==> config.mk <==
export PLATFORM = sky130hd
export DESIGN_NAME = irq_vector_ctrl
export DESIGN_NICKNAME = d
export VERILOG_FILES = /design/src/rtl/irq_vector_ctrl.sv
export SDC_FILE = /design/constraint.sdc
export NUM_CORES = 1
export LEC_CHECK = 0
export CAP_MARGIN = 20
export CELL_PAD_IN_SITES_DETAIL_PLACEMENT = 1
export CELL_PAD_IN_SITES_GLOBAL_PLACEMENT = 2
export CORE_UTILIZATION = 29
export CTS_CLUSTER_SIZE = 40
export DETAILED_ROUTE_END_ITERATION = 12
export GPL_TIMING_DRIVEN = 0
export PLACE_DENSITY = 0.81
export SLEW_MARGIN = 25
export SYNTH_ARGS = -nofsm -noshare
export SYNTH_HDL_FRONTEND = slang
export SYNTH_SLANG_ARGS = --single-unit
==> constraint.sdc <==
create_clock -name clk -period 1.35 [get_ports clk]
set_clock_uncertainty 0.1 [all_clocks]
set_input_delay 0.2025 -clock clk [delete_from_list [all_inputs] [get_ports clk]]
set_output_delay 0.2025 -clock clk [all_outputs]
set_load 0.1 [all_outputs]
==> src/rtl/irq_vector_ctrl.sv <==
// irq_vector_ctrl
//   Edge-triggered interrupt controller with fixed priority (lowest index wins)
//   and vector address generation for a single core.
//
// Optional feature macro: IRQ_NEST_EN
//   When defined, a higher-priority eligible source may preempt a source that
//   is in service, and in_service can hold several bits. When undefined,
//   in_service is at most one-hot and SERVICE ignores new requests.
//
// Ports
//   clk         in   clock, all state changes on rising edge
//   rst         in   asynchronous, active-high reset
//   irq_in      in   [N_SRC] interrupt lines, a 0->1 change between samples is a request
//   mask_we     in   mask register write strobe
//   mask_wdata  in   [N_SRC] new mask value, 1 = source masked
//   irq_req     out  interrupt request to the core
//   irq_ack     in   core acceptance of irq_req
//   vec_addr    out  [VEC_W] vector address of the last accepted source
//   vec_valid   out  one-cycle pulse when vec_addr has just been loaded
//   reti        in   return-from-interrupt strobe
//   pending     out  [N_SRC] pending register
//   in_service  out  [N_SRC] in-service register
//   o_dbg_state out  [2] current FSM state (0 IDLE, 1 REQ, 2 SERVICE)
//
// Handshake: irq_req is a valid that stays high, with the selected source
// frozen, until the cycle irq_ack is sampled high; that edge is the transfer.
// irq_ack sampled while irq_req is low is ignored.

module irq_vector_ctrl #(
  parameter int                N_SRC      = 4,
  parameter int                VEC_W      = 8,
  parameter logic [VEC_W-1:0]  VEC_BASE   = VEC_W'(1),
  parameter int                VEC_STRIDE = 1
) (
  input  logic             clk,
  input  logic             rst,
  input  logic [N_SRC-1:0] irq_in,
  input  logic             mask_we,
  input  logic [N_SRC-1:0] mask_wdata,
  output logic             irq_req,
  input  logic             irq_ack,
  output logic [VEC_W-1:0] vec_addr,
  output logic             vec_valid,
  input  logic             reti,
  output logic [N_SRC-1:0] pending,
  output logic [N_SRC-1:0] in_service,
  output logic [1:0]       o_dbg_state
);

`ifdef IRQ_NEST_EN
  localparam bit NEST_EN = 1'b1;
`else
  localparam bit NEST_EN = 1'b0;
`endif

  localparam int SEL_W = (N_SRC > 1) ? $clog2(N_SRC) : 1;

  typedef enum logic [1:0] {
    S_IDLE    = 2'd0,
    S_REQ     = 2'd1,
    S_SERVICE = 2'd2
  } state_t;

  state_t             r_state;
  logic [N_SRC-1:0]   r_prev;
  logic [N_SRC-1:0]   r_mask;
  logic [N_SRC-1:0]   r_pending;
  logic [N_SRC-1:0]   r_in_service;
  logic [SEL_W-1:0]   r_sel;
  logic               r_irq_req;
  logic [VEC_W-1:0]   r_vec_addr;
  logic               r_vec_valid;

  logic [N_SRC-1:0]   w_edge;
  logic [N_SRC-1:0]   w_elig;
  logic [SEL_W-1:0]   w_elig_idx;
  logic [N_SRC-1:0]   w_sel_onehot;
  logic               w_ack_fire;
  logic [N_SRC-1:0]   w_clr;
  logic [N_SRC-1:0]   w_isr_lowbit;
  logic [N_SRC-1:0]   w_isr_after_reti;
  logic               w_preempt;
  logic [VEC_W-1:0]   w_vec;

  // Index of the lowest set bit (highest priority); 0 when none is set.
  function automatic logic [SEL_W-1:0] f_lowest(input logic [N_SRC-1:0] v);
    f_lowest = '0;
    for (int i = N_SRC - 1; i >= 0; i--) begin
      if (v[i]) f_lowest = SEL_W'(i);
    end
  endfunction

  assign w_edge       = irq_in & ~r_prev;
  assign w_elig       = r_pending & ~r_mask;
  assign w_elig_idx   = f_lowest(w_elig);
  assign w_sel_onehot = N_SRC'(1) << r_sel;
  assign w_ack_fire   = (r_state == S_REQ) && irq_ack;
  assign w_clr        = w_ack_fire ? w_sel_onehot : '0;

  // x & -x isolates the lowest set bit; reti retires that one.
  assign w_isr_lowbit     = r_in_service & (~r_in_service + N_SRC'(1));
  assign w_isr_after_reti = r_in_service & ~w_isr_lowbit;

  // Bits strictly below the lowest in-service bit outrank everything in service.
  assign w_preempt = NEST_EN && (|(w_elig & (w_isr_lowbit - N_SRC'(1))));

  // Truncation to VEC_W gives the modulo 2^VEC_W wrap.
  assign w_vec = VEC_BASE + VEC_W'(32'(r_sel) * VEC_STRIDE);

  always_ff @(posedge clk or posedge rst) begin
    if (rst) begin
      r_state      <= S_IDLE;
      r_prev       <= '0;
      r_mask       <= '0;
      r_pending    <= '0;
      r_in_service <= '0;
      r_sel        <= '0;
      r_irq_req    <= 1'b0;
      r_vec_addr   <= '0;
      r_vec_valid  <= 1'b0;
    end else begin
      r_prev      <= irq_in;
      r_vec_valid <= 1'b0;
      if (mask_we) r_mask <= mask_wdata;
      // Clear first, then OR the new edges so a same-cycle edge keeps the bit pending.
      r_pending <= (r_pending & ~w_clr) | w_edge;

      case (r_state)
        S_IDLE: begin
          if (|w_elig) begin
            r_sel     <= w_elig_idx;
            r_irq_req <= 1'b1;
            r_state   <= S_REQ;
          end
        end

        S_REQ: begin
          if (irq_ack) begin
            r_in_service <= r_in_service | w_sel_onehot;
            r_irq_req    <= 1'b0;
            r_vec_addr   <= w_vec;
            r_vec_valid  <= 1'b1;
            r_state      <= S_SERVICE;
          end else if (NEST_EN && reti && (|r_in_service)) begin
            // Preempting request whose interrupted handlers all returned first.
            r_in_service <= w_isr_after_reti;
            if (~|w_isr_after_reti) begin
              r_irq_req <= 1'b0;
              r_state   <= S_IDLE;
            end
          end
        end

        S_SERVICE: begin
          if (reti) begin
            r_in_service <= w_isr_after_reti;
            if (~|w_isr_after_reti) r_state <= S_IDLE;
          end else if (w_preempt) begin
            r_sel     <= w_elig_idx;
            r_irq_req <= 1'b1;
            r_state   <= S_REQ;
          end
        end

        default: r_state <= S_IDLE;
      endcase
    end
  end

  assign irq_req     = r_irq_req;
  assign vec_addr    = r_vec_addr;
  assign vec_valid   = r_vec_valid;
  assign pending     = r_pending;
  assign in_service  = r_in_service;
  assign o_dbg_state = r_state;

endmodule

==> results of run 1 <==
## per-stage QoR
step / utilization / setup slack (ps) / TNS (ps) / cells / hold slack (ps)
after global routing: 0.441 / -128 / -198 / 184 / 278
after CTS: 0.423 / -66.8 / -94.8 / 181 / 302
after floorplan: - / -138 / -471 / 101 / 130
after global placement: 0.415 / -541 / -11930 / 176 / 370
final: 0.441 / -37.5 / -37.5 / 184 / 222
after detailed placement: 0.415 / -541 / -12820 / 176 / 373
## state kept, by name, summed over array words and instances, names as in the netlist, 2 cells and up
signal and count:
in_service 4, pending 4, r_mask 4, r_prev 4, vec_addr 3, o_dbg_state 2
r_sel 2
## routing by layer
layer	wire (um)	global-route usage	vias to the layer above
li1	-	-	398
met1	1010	0.153	401
met2	1290	0.243	14
met3	66	0.0107	2
met4	35	0.0682	0
met5	0	0	-
## cell families after synthesis
group | share of synthesized area
adders and majority gates | 0.0540
AOI/OAI and AO/OA | 0.153
DFF | 0.562
muxes | 0.0405
and+or+nand+nor | 0.114
buffers and inverters | 0.0731
other | 0.00337
## Yosys cell counts (all sizes together)
| library cell | number |
|---|---|
| inv | 11 |
| and2b | 1 |
| mux2 | 4 |
| o21a | 1 |
| nor3 | 1 |
| a31oi | 1 |
| buf | 5 |
| a21oi | 6 |
| o41ai | 1 |
| nor2b | 3 |
| a221oi | 1 |
| nand2b | 2 |
| ha | 4 |
| o31ai | 1 |
| nand2 | 12 |
| maj3 | 1 |
| nand3b | 1 |
| conb | 1 |
| o221ai | 1 |
| dfrtp | 25 |
| a22o | 4 |
| o21ai | 4 |
| nor2 | 4 |
| o311ai | 1 |
| o2bb2ai | 1 |
## path summary, 6_finish.rpt
check	to	slack, ps	depth (start not counted)
max	o_dbg_state[0]$_DFFE_PP0P_	-40	3
min	in_service[0]$_DFFE_PP0P_	220	2
max reg2reg	o_dbg_state[0]$_DFFE_PP0P_	-40	3
min reg2reg	irq_req$_DFFE_PP0P_	390	2
max in group asynchronous	pending[3]$_DFF_PP0_	460	2
min in group clk	r_prev[3]$_DFF_PP0_	310	1
## final cells by class
class                   count  area, um^2
multi-input cells          60         464
well taps                  48        60.1
repair buffers             31         300
clock buffers               4        45.0
flip-flops and latches     25         659
fillers                   412        2050
inverters                  11        46.3
plain buffers               5        37.5
## layout by cell type, fill, tap and decap left out, types with 3 or more instances in the layout
cell                              netlist  routed
sky130_fd_sc_hd__a22o_1                 4       4
sky130_fd_sc_hd__dfrtp_1               25      16
sky130_fd_sc_hd__mux2_2                 4       4
sky130_fd_sc_hd__buf_4                  5      17
sky130_fd_sc_hd__dfrtp_4                0       9
sky130_fd_sc_hd__a21oi_1                6       6
sky130_fd_sc_hd__nand2_1               12      10
sky130_fd_sc_hd__nor2_1                 3       3
sky130_fd_sc_hd__clkbuf_8               0       3
sky130_fd_sc_hd__conb_1                 1       5
sky130_fd_sc_hd__buf_6                  0       4
sky130_fd_sc_hd__clkdlybuf4s50_1        0      12
sky130_fd_sc_hd__ha_1                   4       4
sky130_fd_sc_hd__inv_1                 10       9
sky130_fd_sc_hd__o21ai_0                4       3
## repair_timing
item | 4_1_cts | 5_1_grt
endpoints found under the setup margin | 18 | 12
gates cloned | 0 | 0
pin swaps | 0 | 1
resized for setup | 93 | 8
hold buffers | 0 | 0
buffers inserted | 1 | 3
endpoints found under the hold margin | 0 | 0
==> report_table.html, run 1 <==
<table>
<tr><th>Metric</th><th>Value</th></tr>
<tr><th colspan="2">Outcome</th></tr>
<tr><td>Run status</td><td>finished, violations left</td></tr>
<tr><td>Violations in the final reports</td><td>negative setup slack</td></tr>
<tr><th colspan="2">Clocking</th></tr>
<tr><td>Clock tree from TritonCTS</td><td>built</td></tr>
<tr><td>Clock-pin slew reported for the worst setup and hold paths after clock tree synthesis</td><td>80 ps</td></tr>
<tr><td>Total number of clock tree sinks</td><td>25</td></tr>
<tr><td>Number of buffers created by CTS</td><td>3</td></tr>
<tr><td>CTS max path bufs</td><td>2</td></tr>
<tr><td>CTS H-tree depth</td><td>1</td></tr>
<tr><td>Clock insertion delay at the later pin of the skew report</td><td>260 ps</td></tr>
<tr><td>Root buffer selected by CTS</td><td>sky130_fd_sc_hd__clkbuf_8</td></tr>
<tr><th colspan="2">Route</th></tr>
<tr><td>Remaining routing DRC violations</td><td>0</td></tr>
<tr><td>Detail-routed via count per cell</td><td>4.43</td></tr>
<tr><td>Routed wire length</td><td>2.40 mm</td></tr>
<tr><td>Vias after detailed routing</td><td>815</td></tr>
<tr><td>Number of nets with antenna violations after detailed routing</td><td>0</td></tr>
<tr><td>Number of detailed-route iterations in the first pass</td><td>2</td></tr>
<tr><td>Per-cell routed wire length</td><td>13.0 um</td></tr>
<tr><td>Number of design-rule violations left by the first detailed-router iteration</td><td>14</td></tr>
<tr><th colspan="2">STA</th></tr>
<tr><td>Hold violation total from the final report</td><td>0</td></tr>
<tr><td>RSZ-0062 raised after global routing</td><td>true</td></tr>
<tr><td>Final period demand of the worst path</td><td>1390 ps</td></tr>
<tr><td>Relative slew slack</td><td>0.420</td></tr>
<tr><td>Post-route setup slack</td><td>-37.5 ps</td></tr>
<tr><td>Transition at the pin with the smallest max-transition slack</td><td>864 ps</td></tr>
<tr><td>Top achievable clock speed</td><td>721 MHz</td></tr>
<tr><td>Period Utilization, post-route</td><td>1.03</td></tr>
<tr><td>Count of pins over their slew limit</td><td>0</td></tr>
<tr><td>Total of endpoints with negative setup slack in the final report</td><td>1</td></tr>
<tr><th colspan="2">Global route</th></tr>
<tr><td>Gr usage total</td><td>0.133</td></tr>
<tr><td>Largest net degree at the start of global routing</td><td>26</td></tr>
<tr><td>First-pass GRT wire length</td><td>4.11 mm</td></tr>
<tr><td>Grt ovf</td><td>0</td></tr>
<tr><td>Via count of the first global-routing pass</td><td>870</td></tr>
<tr><td>Antenna violations before repair</td><td>0</td></tr>
<tr><th colspan="2">Synthesis</th></tr>
<tr><td>Post-synthesis cell count</td><td>97</td></tr>
<tr><td>Unique masters post-synth</td><td>27</td></tr>
<tr><td>Count of yosys warnings during synthesis</td><td>0</td></tr>
<tr><td>Cell type contributing the most total cell area after synthesis</td><td>sky130_fd_sc_hd__dfrtp_1</td></tr>
<tr><td>Share of the yosys chip area belonging to registers</td><td>0.562</td></tr>
<tr><td>Synthesized area per cell</td><td>11.5 um^2</td></tr>
<tr><td>Mapped Area</td><td>0.00111 mm^2</td></tr>
<tr><td>Main area contributors after synthesis</td><td>sky130_fd_sc_hd__dfrtp_1 56%, sky130_fd_sc_hd__ha_1 4.5%, sky130_fd_sc_hd__mux2_2 4.0%</td></tr>
<tr><td>Synth top area share</td><td>0.562</td></tr>
<tr><td>Synthesized flop and latch total</td><td>25</td></tr>
<tr><th colspan="2">Die</th></tr>
<tr><td>Die extent in y</td><td>63.9 um</td></tr>
<tr><td>Total I/O pin count</td><td>33</td></tr>
<tr><td>Core Area</td><td>0.00366 mm^2</td></tr>
<tr><td>Die area</td><td>0.00409 mm^2</td></tr>
<tr><td>Initial cell density of the core</td><td>0.304</td></tr>
<tr><td>Num rows</td><td>22</td></tr>
<tr><td>Die extent in x</td><td>63.9 um</td></tr>
<tr><th colspan="2">Placement</th></tr>
<tr><td>Routability Congestion</td><td>0.730</td></tr>
<tr><td>Placed Instance Area</td><td>0.00152 mm^2</td></tr>
<tr><td>Number of buffers added on ports</td><td>27</td></tr>
<tr><td>Final HPWL DP</td><td>1.82 mm</td></tr>
<tr><th colspan="2">Flow run</th></tr>
<tr><td>Number of max-cap violations</td><td>0</td></tr>
<tr><th colspan="2">Worst setup path</th></tr>
<tr><td>WP buf/inv</td><td>0</td></tr>
<tr><td>Sort of element at the end of the critical path</td><td>flop</td></tr>
<tr><td>Worst endpoint data arrival time</td><td>1420 ps</td></tr>
<tr><td>Startpoint types</td><td>flop</td></tr>
<tr><td>Launching instance or port of the critical path</td><td>pending[1]$_DFF_PP0_</td></tr>
<tr><td>Path type of the worst setup path</td><td>reg -&gt; reg</td></tr>
<tr><td>Cell at the slowest stage of the critical path</td><td>sky130_fd_sc_hd__dfrtp_4</td></tr>
<tr><td>Cell chain of the critical path</td><td>nor2b_4 -&gt; o41ai_4 -&gt; o31ai_1</td></tr>
<tr><td>Biggest cell delay along the critical path</td><td>510 ps</td></tr>
<tr><td>Family of cells with the greatest summed delay on the critical path</td><td>flip-flops</td></tr>
<tr><td>Startpoint of the worst register-to-register path</td><td>pending[1]$_DFF_PP0_</td></tr>
<tr><td>Data required time at the worst endpoint</td><td>1380 ps</td></tr>
<tr><td>Highest net fanout along the worst path</td><td>4</td></tr>
<tr><th colspan="2">Worst hold path</th></tr>
<tr><td>Min-delay worst type</td><td>in -&gt; async</td></tr>
<tr><th colspan="2">Layout</th></tr>
<tr><td>Share of layout cells above drive strength 1</td><td>0.390</td></tr>
<tr><td>Number of inserted diodes</td><td>0</td></tr>
<tr><td>Final Net Count</td><td>154</td></tr>
<tr><td>Area grow syn2layout</td><td>45.0%</td></tr>
<tr><td>Final std cell area, no fill</td><td>0.00161 mm^2</td></tr>
</table>
Power of run 1 is not shown: default switching activity piles up to over one toggle a cycle in this logic, so the estimate is an artifact.
==> inputs of run 2 (changes only) <==
Settings changed: REMOVE_ABC_BUFFERS set to 1.
==> report_table.html, run 2 (synthesized netlist as in run 1, its figures left out) <==
<table>
<tr><th>Metric</th><th>Value</th></tr>
<tr><th colspan="2">Placement</th></tr>
<tr><td>Routability Congestion</td><td>0.686 (was 0.730)</td></tr>
<tr><td>Number of buffers added on ports</td><td>27 (unchanged)</td></tr>
<tr><td>Final HPWL DP</td><td>1.85 mm (was 1.82 mm)</td></tr>
<tr><th colspan="2">Worst setup path</th></tr>
<tr><td>Highest net fanout along the worst path</td><td>4 (unchanged)</td></tr>
<tr><td>Data required time at the worst endpoint</td><td>1400 ps (was 1380 ps)</td></tr>
<tr><td>Startpoint types</td><td>flop (unchanged)</td></tr>
<tr><td>Crit path to</td><td>o_dbg_state[0]$_DFFE_PP0P_ (unchanged)</td></tr>
<tr><td>Worst endpoint data arrival time</td><td>1390 ps (was 1420 ps)</td></tr>
<tr><td>Launching instance or port of the critical path</td><td>pending[1]$_DFF_PP0_ (unchanged)</td></tr>
<tr><td>Path type of the worst setup path</td><td>reg -&gt; reg (unchanged)</td></tr>
<tr><td>Endpoint of the lowest-slack register-to-register path</td><td>o_dbg_state[0]$_DFFE_PP0P_ (unchanged)</td></tr>
<tr><td>Setup slack, reg-to-reg</td><td>4 ps (was -40 ps)</td></tr>
<tr><td>Startpoint of the worst register-to-register path</td><td>pending[1]$_DFF_PP0_ (unchanged)</td></tr>
<tr><td>Sort of element at the end of the critical path</td><td>flop (unchanged)</td></tr>
<tr><td>Cell depth of the worst flop-to-flop path</td><td>3 (unchanged)</td></tr>
<tr><th colspan="2">STA</th></tr>
<tr><td>Final period demand of the worst path</td><td>1350 ps (was 1390 ps)</td></tr>
<tr><td>Period Utilization, post-route</td><td>0.997 (was 1.03)</td></tr>
<tr><td>Total of endpoints with negative setup slack in the final report</td><td>0 (was 1)</td></tr>
<tr><td>Top achievable clock speed</td><td>743 MHz (was 721 MHz)</td></tr>
<tr><td>RSZ-0062 raised after global routing</td><td>true (unchanged)</td></tr>
<tr><td>Worst hold-check slack</td><td>203 ps (was 222 ps)</td></tr>
<tr><td>Count of pins over their slew limit</td><td>0 (unchanged)</td></tr>
<tr><td>Transition at the pin with the smallest max-transition slack</td><td>878 ps (was 864 ps)</td></tr>
<tr><td>Hold violation total from the final report</td><td>0 (unchanged)</td></tr>
<tr><td>Relative slew slack</td><td>0.411 (was 0.420)</td></tr>
<tr><th colspan="2">Die</th></tr>
<tr><td>Die extent in x</td><td>63.9 um (unchanged)</td></tr>
<tr><td>Die area</td><td>0.00409 mm^2 (unchanged)</td></tr>
<tr><td>Core Area</td><td>0.00366 mm^2 (unchanged)</td></tr>
<tr><td>Num rows</td><td>22 (unchanged)</td></tr>
<tr><td>Total I/O pin count</td><td>33 (unchanged)</td></tr>
<tr><td>Initial cell density of the core</td><td>0.304 (unchanged)</td></tr>
<tr><td>Die extent in y</td><td>63.9 um (unchanged)</td></tr>
<tr><th colspan="2">Route</th></tr>
<tr><td>Number of detailed-route iterations in the first pass</td><td>2 (unchanged)</td></tr>
<tr><td>Number of design-rule violations left by the first detailed-router iteration</td><td>7 (was 14)</td></tr>
<tr><td>Detail-routed via count per cell</td><td>4.62 (was 4.43)</td></tr>
<tr><td>Remaining routing DRC violations</td><td>0 (unchanged)</td></tr>
<tr><td>Vias after detailed routing</td><td>836 (was 815)</td></tr>
<tr><td>Number of nets with antenna violations after detailed routing</td><td>0 (unchanged)</td></tr>
<tr><td>Routed wire length</td><td>2.59 mm (was 2.40 mm)</td></tr>
<tr><td>Per-cell routed wire length</td><td>14.3 um (was 13.0 um)</td></tr>
<tr><th colspan="2">Flow run</th></tr>
<tr><td>Number of max-cap violations</td><td>0 (unchanged)</td></tr>
<tr><th colspan="2">Worst hold path</th></tr>
<tr><td>Min-delay worst type</td><td>in -&gt; async (unchanged)</td></tr>
<tr><th colspan="2">Layout</th></tr>
<tr><td>Share of layout cells above drive strength 1</td><td>0.331 (was 0.390)</td></tr>
<tr><td>Area grow syn2layout</td><td>39.7% (was 45.0%)</td></tr>
<tr><td>Number of inserted diodes</td><td>0 (unchanged)</td></tr>
<tr><td>Utilization after layout</td><td>0.424 (was 0.441)</td></tr>
<tr><td>Commonest non-fill, non-tap cell in the layout</td><td>sky130_fd_sc_hd__dfrtp_1 (was sky130_fd_sc_hd__buf_4)</td></tr>
<tr><td>Final Net Count</td><td>151 (was 154)</td></tr>
<tr><td>Most frequent cells in the layout</td><td>22 x sky130_fd_sc_hd__dfrtp_1, 13 x sky130_fd_sc_hd__buf_4, 12 x sky130_fd_sc_hd__clkdlybuf4s50_1, 11 x sky130_fd_sc_hd__nand2_1, 9 x sky130_fd_sc_hd__inv_1 (was 17 x sky130_fd_sc_hd__buf_4, 16 x sky130_fd_sc_hd__dfrtp_1, 12 x sky130_fd_sc_hd__clkdlybuf4s50_1, 10 x sky130_fd_sc_hd__nand2_1)</td></tr>
<tr><th colspan="2">Global route</th></tr>
<tr><td>Gr usage total</td><td>0.138 (was 0.133)</td></tr>
<tr><td>First-pass GRT wire length</td><td>4.31 mm (was 4.11 mm)</td></tr>
<tr><td>Grt ovf</td><td>0 (unchanged)</td></tr>
<tr><td>Via count of the first global-routing pass</td><td>891 (was 870)</td></tr>
<tr><td>Largest net degree at the start of global routing</td><td>26 (unchanged)</td></tr>
<tr><td>Antenna violations before repair</td><td>0 (unchanged)</td></tr>
<tr><th colspan="2">Clocking</th></tr>
<tr><td>CTS max path bufs</td><td>2 (unchanged)</td></tr>
<tr><td>Clock-pin slew reported for the worst setup and hold paths after clock tree synthesis</td><td>100 ps (was 80 ps)</td></tr>
<tr><td>Clock insertion delay at the later pin of the skew report</td><td>270 ps (was 260 ps)</td></tr>
<tr><td>CTS H-tree depth</td><td>1 (unchanged)</td></tr>
<tr><td>Root buffer selected by CTS</td><td>sky130_fd_sc_hd__clkbuf_8 (unchanged)</td></tr>
<tr><td>Clock tree from TritonCTS</td><td>built (unchanged)</td></tr>
<tr><td>Number of buffers created by CTS</td><td>3 (unchanged)</td></tr>
<tr><td>Total number of clock tree sinks</td><td>25 (unchanged)</td></tr>
<tr><th colspan="2">Outcome</th></tr>
<tr><td>Run status</td><td>completed (was finished, violations left)</td></tr>
</table>
==> run 2: cell types whose count changed in the layout (fill, tap and decap cells not counted), sizes merged <==
cell,before,now
buf,24,21
clkbuf,4,3
clkinvlp,0,1
==> run 2: routing by layer <==
layer | up-vias | GRT usage | wire length (um) | part of all wire
met5 | - | 0 | 0 | 0
met4 | 0 | 0.0511 | 28 | 0.011
met3 | 4 | 0.0143 | 82 | 0.032
met2 | 23 | 0.237 | 1350 | 0.52
met1 | 419 | 0.179 | 1130 | 0.44
li1 | 390 | - | - | -
==> run 2: worst max-delay path: stages (launching register included) <==
cell,delay [ps]
sky130_fd_sc_hd__dfrtp_1,420
sky130_fd_sc_hd__nor2b_4,160
sky130_fd_sc_hd__o41ai_4,420
sky130_fd_sc_hd__o31ai_1,140
==> run 2: through the flow <==
stage / instances / instance area (um^2) / setup WS (ps) / setup TNS [ps]
6_report: 181 / 1550 / 3.80 / 0
5_1_grt: 181 / 1550 / -49.5 / -61.4
4_1_cts: 178 / 1480 / -39.0 / -71.7
3_5_place_dp: 171 / 1420 / -625 / -12290
3_3_place_gp: 171 / 1420 / -626 / -11040
2_1_floorplan: 96 / 1090 / -452 / -6340
==> run 2: repair_timing <==
item | in CTS | in global routing
endpoints found under the setup margin | 21 | 11
resized for setup | 96 | 15
hold buffers | 0 | 0
buffers inserted | 3 | 3
endpoints found under the hold margin | 0 | 0
pin swaps | 2 | 1
==> run 2: final cells by class <==
type / count / area, um^2
multi-input cells: 60 / 468
clock inverters: 1 / 7.51
well taps: 48 / 60.1
clock buffers: 3 / 41.3
flip-flops and latches: 25 / 629
inverters: 11 / 46.3
fillers: 393 / 2110
repair buffers: 33 / 302
==> run 2: worst min path at each step <==
| stage | startpoint | end | slack (ps) |
|---|---|---|---|
| 3_5_place_dp | vec_addr[2]$_DFFE_PP0P_ | vec_addr[2]$_DFFE_PP0P_ | 370 |
| 5_1_grt | rst | vec_valid$_DFF_PP0_ | 290 |
| 4_1_cts | irq_in[2] | r_prev[2]$_DFF_PP0_ | 290 |
| 6_report | rst | vec_valid$_DFF_PP0_ | 200 |
| 3_3_place_gp | irq_req$_DFFE_PP0P_ | irq_req$_DFFE_PP0P_ | 370 |
| 2_1_floorplan | rst | in_service[0]$_DFFE_PP0P_ | 130 |
Power of run 2 is left out for the same reason.
